--- config.mk ---
export PLATFORM = sky130hd
export DESIGN_NAME = encoder_8x3_seq
export DESIGN_NICKNAME = d
export VERILOG_FILES = /design/src/rtl/encoder_8x3_seq.sv
export SDC_FILE = /design/constraint.sdc
export NUM_CORES = 1
export LEC_CHECK = 0
export CORE_MARGIN = 2
export CORE_UTILIZATION = 40
export DETAILED_ROUTE_END_ITERATION = 10
export PLACE_DENSITY = 0.67
export SETUP_SLACK_MARGIN = 0.02
export SYNTH_ARGS = -nofsm -noshare
export SYNTH_HDL_FRONTEND = slang
export SYNTH_SLANG_ARGS = --single-unit
--- constraint.sdc ---
create_clock -name clk -period 1.5 [get_ports clk]
set_input_delay 0.15 -clock clk [delete_from_list [all_inputs] [get_ports clk]]
set_output_delay 0.15 -clock clk [all_outputs]
set_load 0.01 [all_outputs]
--- src/rtl/encoder_8x3_seq.sv ---
// Sequential 8-to-3 encoder with a pending-request register, valid/ready output and overflow pulse.
// Optional round-robin selection is enabled with the ENC_ROUND_ROBIN_EN macro.
module encoder_8x3_seq (
    input  logic       clk,
    input  logic       rst,
    input  logic [7:0] D,
    input  logic       RDY,
    output logic       A,
    output logic       B,
    output logic       C,
    output logic       V,
    output logic       OVF
);

    // Handshake: {A,B,C} is offered while V=1 and is consumed in any cycle
    // where V=1 and RDY=1; while V=1 and RDY=0 the code and V stay frozen.
    logic [7:0] p_q;
    logic [7:0] s;
    logic [7:0] sel_onehot;
    logic [2:0] code_q;
    logic [2:0] sel;
    logic       sel_found;
    logic       load;
    logic       v_q;
    logic       ovf_q;

    assign s          = p_q | D;
    assign load       = ~v_q | RDY;
    assign sel_found  = |s;
    assign sel_onehot = 8'b0000_0001 << sel;

`ifdef ENC_ROUND_ROBIN_EN
    logic [2:0] lst_q;
    logic [2:0] start;

    assign start = lst_q - 3'd1;

    // Walk from the farthest candidate to the nearest so the nearest set bit
    // below the last grant (wrapping) ends up selected.
    always_comb begin
        sel = 3'd0;
        for (int k = 7; k >= 0; k--) begin
            if (s[start - 3'(k)]) begin
                sel = start - 3'(k);
            end
        end
    end

    always_ff @(posedge clk) begin
        if (rst) begin
            lst_q <= 3'd0;
        end else if (load && sel_found) begin
            lst_q <= sel;
        end
    end
`else
    always_comb begin
        sel = 3'd0;
        for (int i = 0; i < 8; i++) begin
            if (s[i]) begin
                sel = 3'(i);
            end
        end
    end
`endif

    always_ff @(posedge clk) begin
        if (rst) begin
            p_q    <= 8'd0;
            code_q <= 3'd0;
            v_q    <= 1'b0;
            ovf_q  <= 1'b0;
        end else begin
            ovf_q <= |(D & p_q);
            if (load) begin
                if (sel_found) begin
                    code_q <= sel;
                    v_q    <= 1'b1;
                    p_q    <= s & ~sel_onehot;
                end else begin
                    v_q <= 1'b0;
                    p_q <= 8'd0;
                end
            end else begin
                p_q <= s;
            end
        end
    end

    assign A   = code_q[2];
    assign B   = code_q[1];
    assign C   = code_q[0];
    assign V   = v_q;
    assign OVF = ovf_q;

endmodule

# After elaboration in Yosys (flattened, before gate mapping)
# Index checks and enable logic that the tools add are counted.
[totals]
regBits = 13
input_bits = 11
output_inout_bits = 5
word_cells = 24
[op_classes]
shift = 1
mux = 10
n_bitwise = 6
reduce_logical = 3
[ops]
columns = ["operator", "count"]
rows = [
  ["2-to-1 mux 3 bit", 6],
  ["AND 8 bit", 2],
  ["2-to-1 mux 8 bit", 2],
  ["OR reduction 8 bit", 2],
  ["NOT 8 bit", 1],
  ["bitwise OR 8 bit", 1],
  ["<< shifter 1 x 3 -> 8 bit (first input constant)", 1],
  ["2-to-1 mux 1 bit", 2],
  ["AND reduction 2 bit", 1],
  ["NOT 1 bit", 1],
  ["bitwise OR 1 bit", 1],
]

# Longest topological paths before layout
[logic_depth]
ltp_word = 13
mapped_depth = 4
depth_no_buf = 4

# Worst setup path before layout
# Ideal clock, no wire load.
[synth_path]
path_type = "register to register"
start = "register p_q[6]"
end = "register p_q[0]"
t_arrival_ns = 1.127
required_time_ns = 1.380
setup_slack_ns = 0.253
path_stages_with_launch = 4
synth_period_minus_slack_ns = 1.247
path_cell_list = "dfxtp_1 > nor4_4 > nand2_1 > o31a_1"
[synth_between]
elab_chain_len = 8
word_cells_on_any_way = 9
[synth_lines]
columns = ["element", "line_no", "rtl"]
rows = [
  ["start, declared", "17", "logic [7:0] p_q;"],
  ["start signal, assigned", "79", "p_q <= s & ~sel_onehot;"],
  ["start signal, assigned", "85", "p_q <= s;"],
  ["bitwise OR 8 bit (*)", "27", "assign s = p_q | D;"],
  ["2-to-1 mux 3 bit (2 in a row)", "60", "if (s[i]) begin"],
  ["<< shifter 1 x 3 -> 8 bit", "30", "assign sel_onehot = 8'b0000_0001 << sel;"],
  ["NOT 8 bit", "79", ""],
  ["AND 8 bit", "79", ""],
  ["2-to-1 mux 8 bit (*)", "76", "if (sel_found) begin"],
  ["2-to-1 mux 8 bit (*)", "75", "if (load) begin"],
]
# Mark *: on every way between the ends. The rest lies on a longest branch, timed or not.
# A chain may end at the register's enable or synchronous reset.

# Worst setup path in the final report
[layout_path]
start = "register p_q[6]"
end = "register code_q[1]"
[layout_between]
elab_chain_len = 3
word_cells_on_any_way = 5
[layout_lines]
columns = ["element", "line_no", "rtl"]
rows = [
  ["bitwise OR 8 bit (*)", "27", ""],
  ["OR reduction 8 bit or 2-to-1 mux 3 bit (tied branches)", "29, 60", ""],
  ["AND reduction 2 bit (no source line) or 2-to-1 mux 3 bit (tied branches)", "-", ""],
  ["end signal, assigned", "77", "code_q <= sel;"],
  ["end, declared", "20", "logic [2:0] code_q;"],
]
# Marked as above.

==> results.txt <==
The flow ran to the end, and the final reports show no timing, DRC or antenna violations. The total half-perimeter wirelength after legalization and detailed placement is 1.163 mm. The post-layout minimum cycle time is 1.359 ns. Headroom to the max-slew limit came out at 0.7842. The first global-routing pass estimated 2.477 mm of wire.

The clock reaches the later pin of the worst-skew pair after 0.28 ns. The actual slew at the worst max-slew pin is 0.3227 ns. The total placed instance area is 859.6 um2. The number of detailed-route iterations in the first pass is 4. Traced cell by cell, the critical path runs through nor4_4, a41oi_2, a311oi_1. Setup violations remaining at the end of the flow were counted as 0. The initial utilization of the core area, before any placement, comes to 0.4176. The timing-limited maximum frequency came out at 0.7360 GHz. The post-layout instance count excluding filler cells is 106. Entering global routing, the biggest net connects 9 pins. Of the cells placed in the final design, the portion with a size suffix greater than 1 is 0.2444. The die covers 0.001886 mm2. The total wire length after detailed routing is 1.471 mm.

The critical path in this run is classified as reg2reg. The hold violation count in the final report is 0. The share of total power dissipated in sequential elements is 0.499. The number of warnings reported in the yosys synthesis log came out at 0. Among all flip-flop cells after synthesis, the most frequent one is dfxtp_1. The number of violations reported at the end of detailed-routing iteration 0 is 14.

The nature of the critical path startpoint is a flop. Counting flops with an async set or reset pin after synthesis yields a share of 0. The post-route antenna net violation count came out at 0.

The per-instance average area after synthesis came out at 10.03 um2. dfxtp_1 takes more of the synthesized area than any other cell. The power per cell area is 892.2 mW/mm2. The via count of the first global-routing pass was 596. The layout overhead on the synthesized area is 42.45%. The maximum root-to-sink buffer count came out at 2.

The clock arrives with 0.008789 ns of skew. The worst setup path is captured at a flop. The TritonCTS sink count is 13. The H-tree level count is 1. TritonCTS built the clock tree. The synthesis-stage register bit count is 13. Counting tap cells, the placed design contains a total of 102 instances.

Once the clock tree was built, the resizer swapped 0 gates to a different size. The switching component of the power is 0.2184 mW. The maximum vdd ir drop came out at 668.6 uV. The master cell of the clock root buffer is clkbuf_4.

The share of synthesized area in the top cell type comes to 0.4185. The finished layout cell area is 885.9 um2. The placeable core area came out at 0.001489 mm2. The number of ports placed on the die boundary is 16. Internal power comes to 0.5720 mW.

The part of the power in combinational logic came out at 0.217. After detailed routing, the number of remaining DRC violations is 0. The fraction of the cycle the final worst path needs came out at 0.9058. Clock-pin slew was measured on the worst setup and hold paths at 0.09 ns. The most numerous cell in the Yosys netlist is dfxtp_1.

The number of clock buffers added by TritonCTS is 3. The die height is 43.43 um. The max-slew violation count is 0. For the worst setup path, the data arrival time is 1.54 ns. The number of antenna repair diodes is 0. The share of total power dissipated in the clock network is 0.284. Setup repair after global routing left no endpoint under its margin. The overall die width is 43.43 um. The total grt overflow is 0. The maximum fanout encountered on the critical timing path came out at 4. The number of distinct standard cells referenced by the synthesized netlist came out at 23.

The switching power share of the total is 0.2763. Synthesis produced a netlist with a net count of 73. The largest incremental delay on the critical path came out at 0.38 ns. The number of placement rows came out at 14. The detailed-route via count came out at 596. The global-route usage over all layers came out at 0.1809.

The leakage component of the power is 0.3324 nW. Ranked by instance count, the synthesized netlist is headed by dfxtp_1 (13), nor2_1 (12), a211oi_1 (4), a22oi_1 (4), nand2_1 (4). The number of port buffers is 15. Across the run, the number of max-cap violations was 0. The library cell contributing the largest single delay on the critical path is dfxtp_1.

Post-CTS timing repair inserted 0 buffers for setup. Data on the critical path is required at its endpoint by 1.68 ns. The worst hold-check path type is reg2reg. The number of antenna violations at the first check in global routing was 0. Counting flops with a built-in enable in the synthesized netlist gives 0. The proportion of synthesized chip area in sequential cells is 0.4185.

The final routed wire length divided by cell count came out at 13.88 um. Sorting the synthesized cells by area gives the leading types as dfxtp_1 (42%), nor4_4 (10%), nor2_1 (7.2%). The hold-fix buffer count after cts came out at 0. The global placer's final weighted congestion came out at 0.7302.

The synthesized instance count is 62. The synthesized cell area came out at 621.8 um2. The number of nets in the final layout came out at 102. The via density per instance is 5.623.
[worst paths after layout]
| path | to | start | slack (ns) | cells past startpoint |
|---|---|---|---|---|
| hold reg to reg | code_q[2] | code_q[2] | 0.48 | 2 |
| setup reg to reg | code_q[1] | p_q[6] | 0.14 | 3 |
| hold / removal | code_q[2] | code_q[2] | 0.48 | 2 |
| setup / recovery | code_q[1] | p_q[6] | 0.14 | 3 |
[metrics by stage]
stage                     setup slack [ns]  TNS, ns  total power, mW  hold WS (ns)    util
final                               0.1413        0           0.7903        0.4788  0.5950
after global routing               0.05142        0           0.8271        0.5285  0.5950
after CTS                           0.1296        0           0.7953        0.4801  0.5950
after detailed placement           -0.1020  -0.2108           0.5736        0.4652  0.5773
after global placement             -0.1070  -0.2142           0.5722        0.4593  0.5773
after floorplan                     0.2528        0           0.4748        0.2285       -
[power by group through the flow]
| stage | registers, mW | clock network (mW) | logic (mW) |
|---|---|---|---|
| floorplan | 0.405 | 0 | 0.0696 |
| global placement | 0.402 | 0 | 0.170 |
| detailed placement | 0.403 | 0 | 0.171 |
| CTS | 0.395 | 0.228 | 0.173 |
| global route | 0.398 | 0.241 | 0.188 |
| finish | 0.395 | 0.225 | 0.171 |
[kinds of logic after synthesis]
family                 count (synthesis)  share of synthesized area
buffers and inverters                  1                    0.01208
flip-flops                            13                     0.4185
AO/OA/AOI/OAI                         20                     0.2616
AND/OR/NAND/NOR                       28                     0.3078
[worst max-delay path, delay by kind of cell, from the launching register on]
| kind | cells | cell delay [ns] |
|---|---|---|
| compound gates | 2 | 0.50 |
| flops | 1 | 0.38 |
| simple gates | 1 | 0.38 |
[sequential cells by signal, indices dropped and copies added (netlist names)]
register and flops:
p_q 8, code_q 3, OVF 1, V 1
[final cells by class]
class / count / area (um2)
clock buffers: 4 / 26.28
repair buffers: 25 / 225.2
well taps: 16 / 20.02
multi-input cells: 48 / 354.1
flip-flops and latches: 13 / 260.3
fillers: 138 / 603.1
[cell usage in the layout (no fill, tap or decap), types with 2 or more instances in the layout]
cell	count
a211oi_1	4
nand2b_1	2
clkdlybuf4s50_1	15
o31a_1	2
clkbuf_4	3
a311oi_1	2
nor3_1	2
a22oi_1	4
dfxtp_1	13
buf_4	10
nor4_4	3
a21oi_1	2
nor2_1	12
nand2_1	4
[per-layer routing]
layer,vias to the layer above,track usage,wire length (um)
li1,299,-,-
met5,-,0,0
met2,19,0.2985,679
met4,0,0.1091,39
met3,4,0.02500,80
met1,274,0.2228,672
Power figures use the tool's default switching activity.
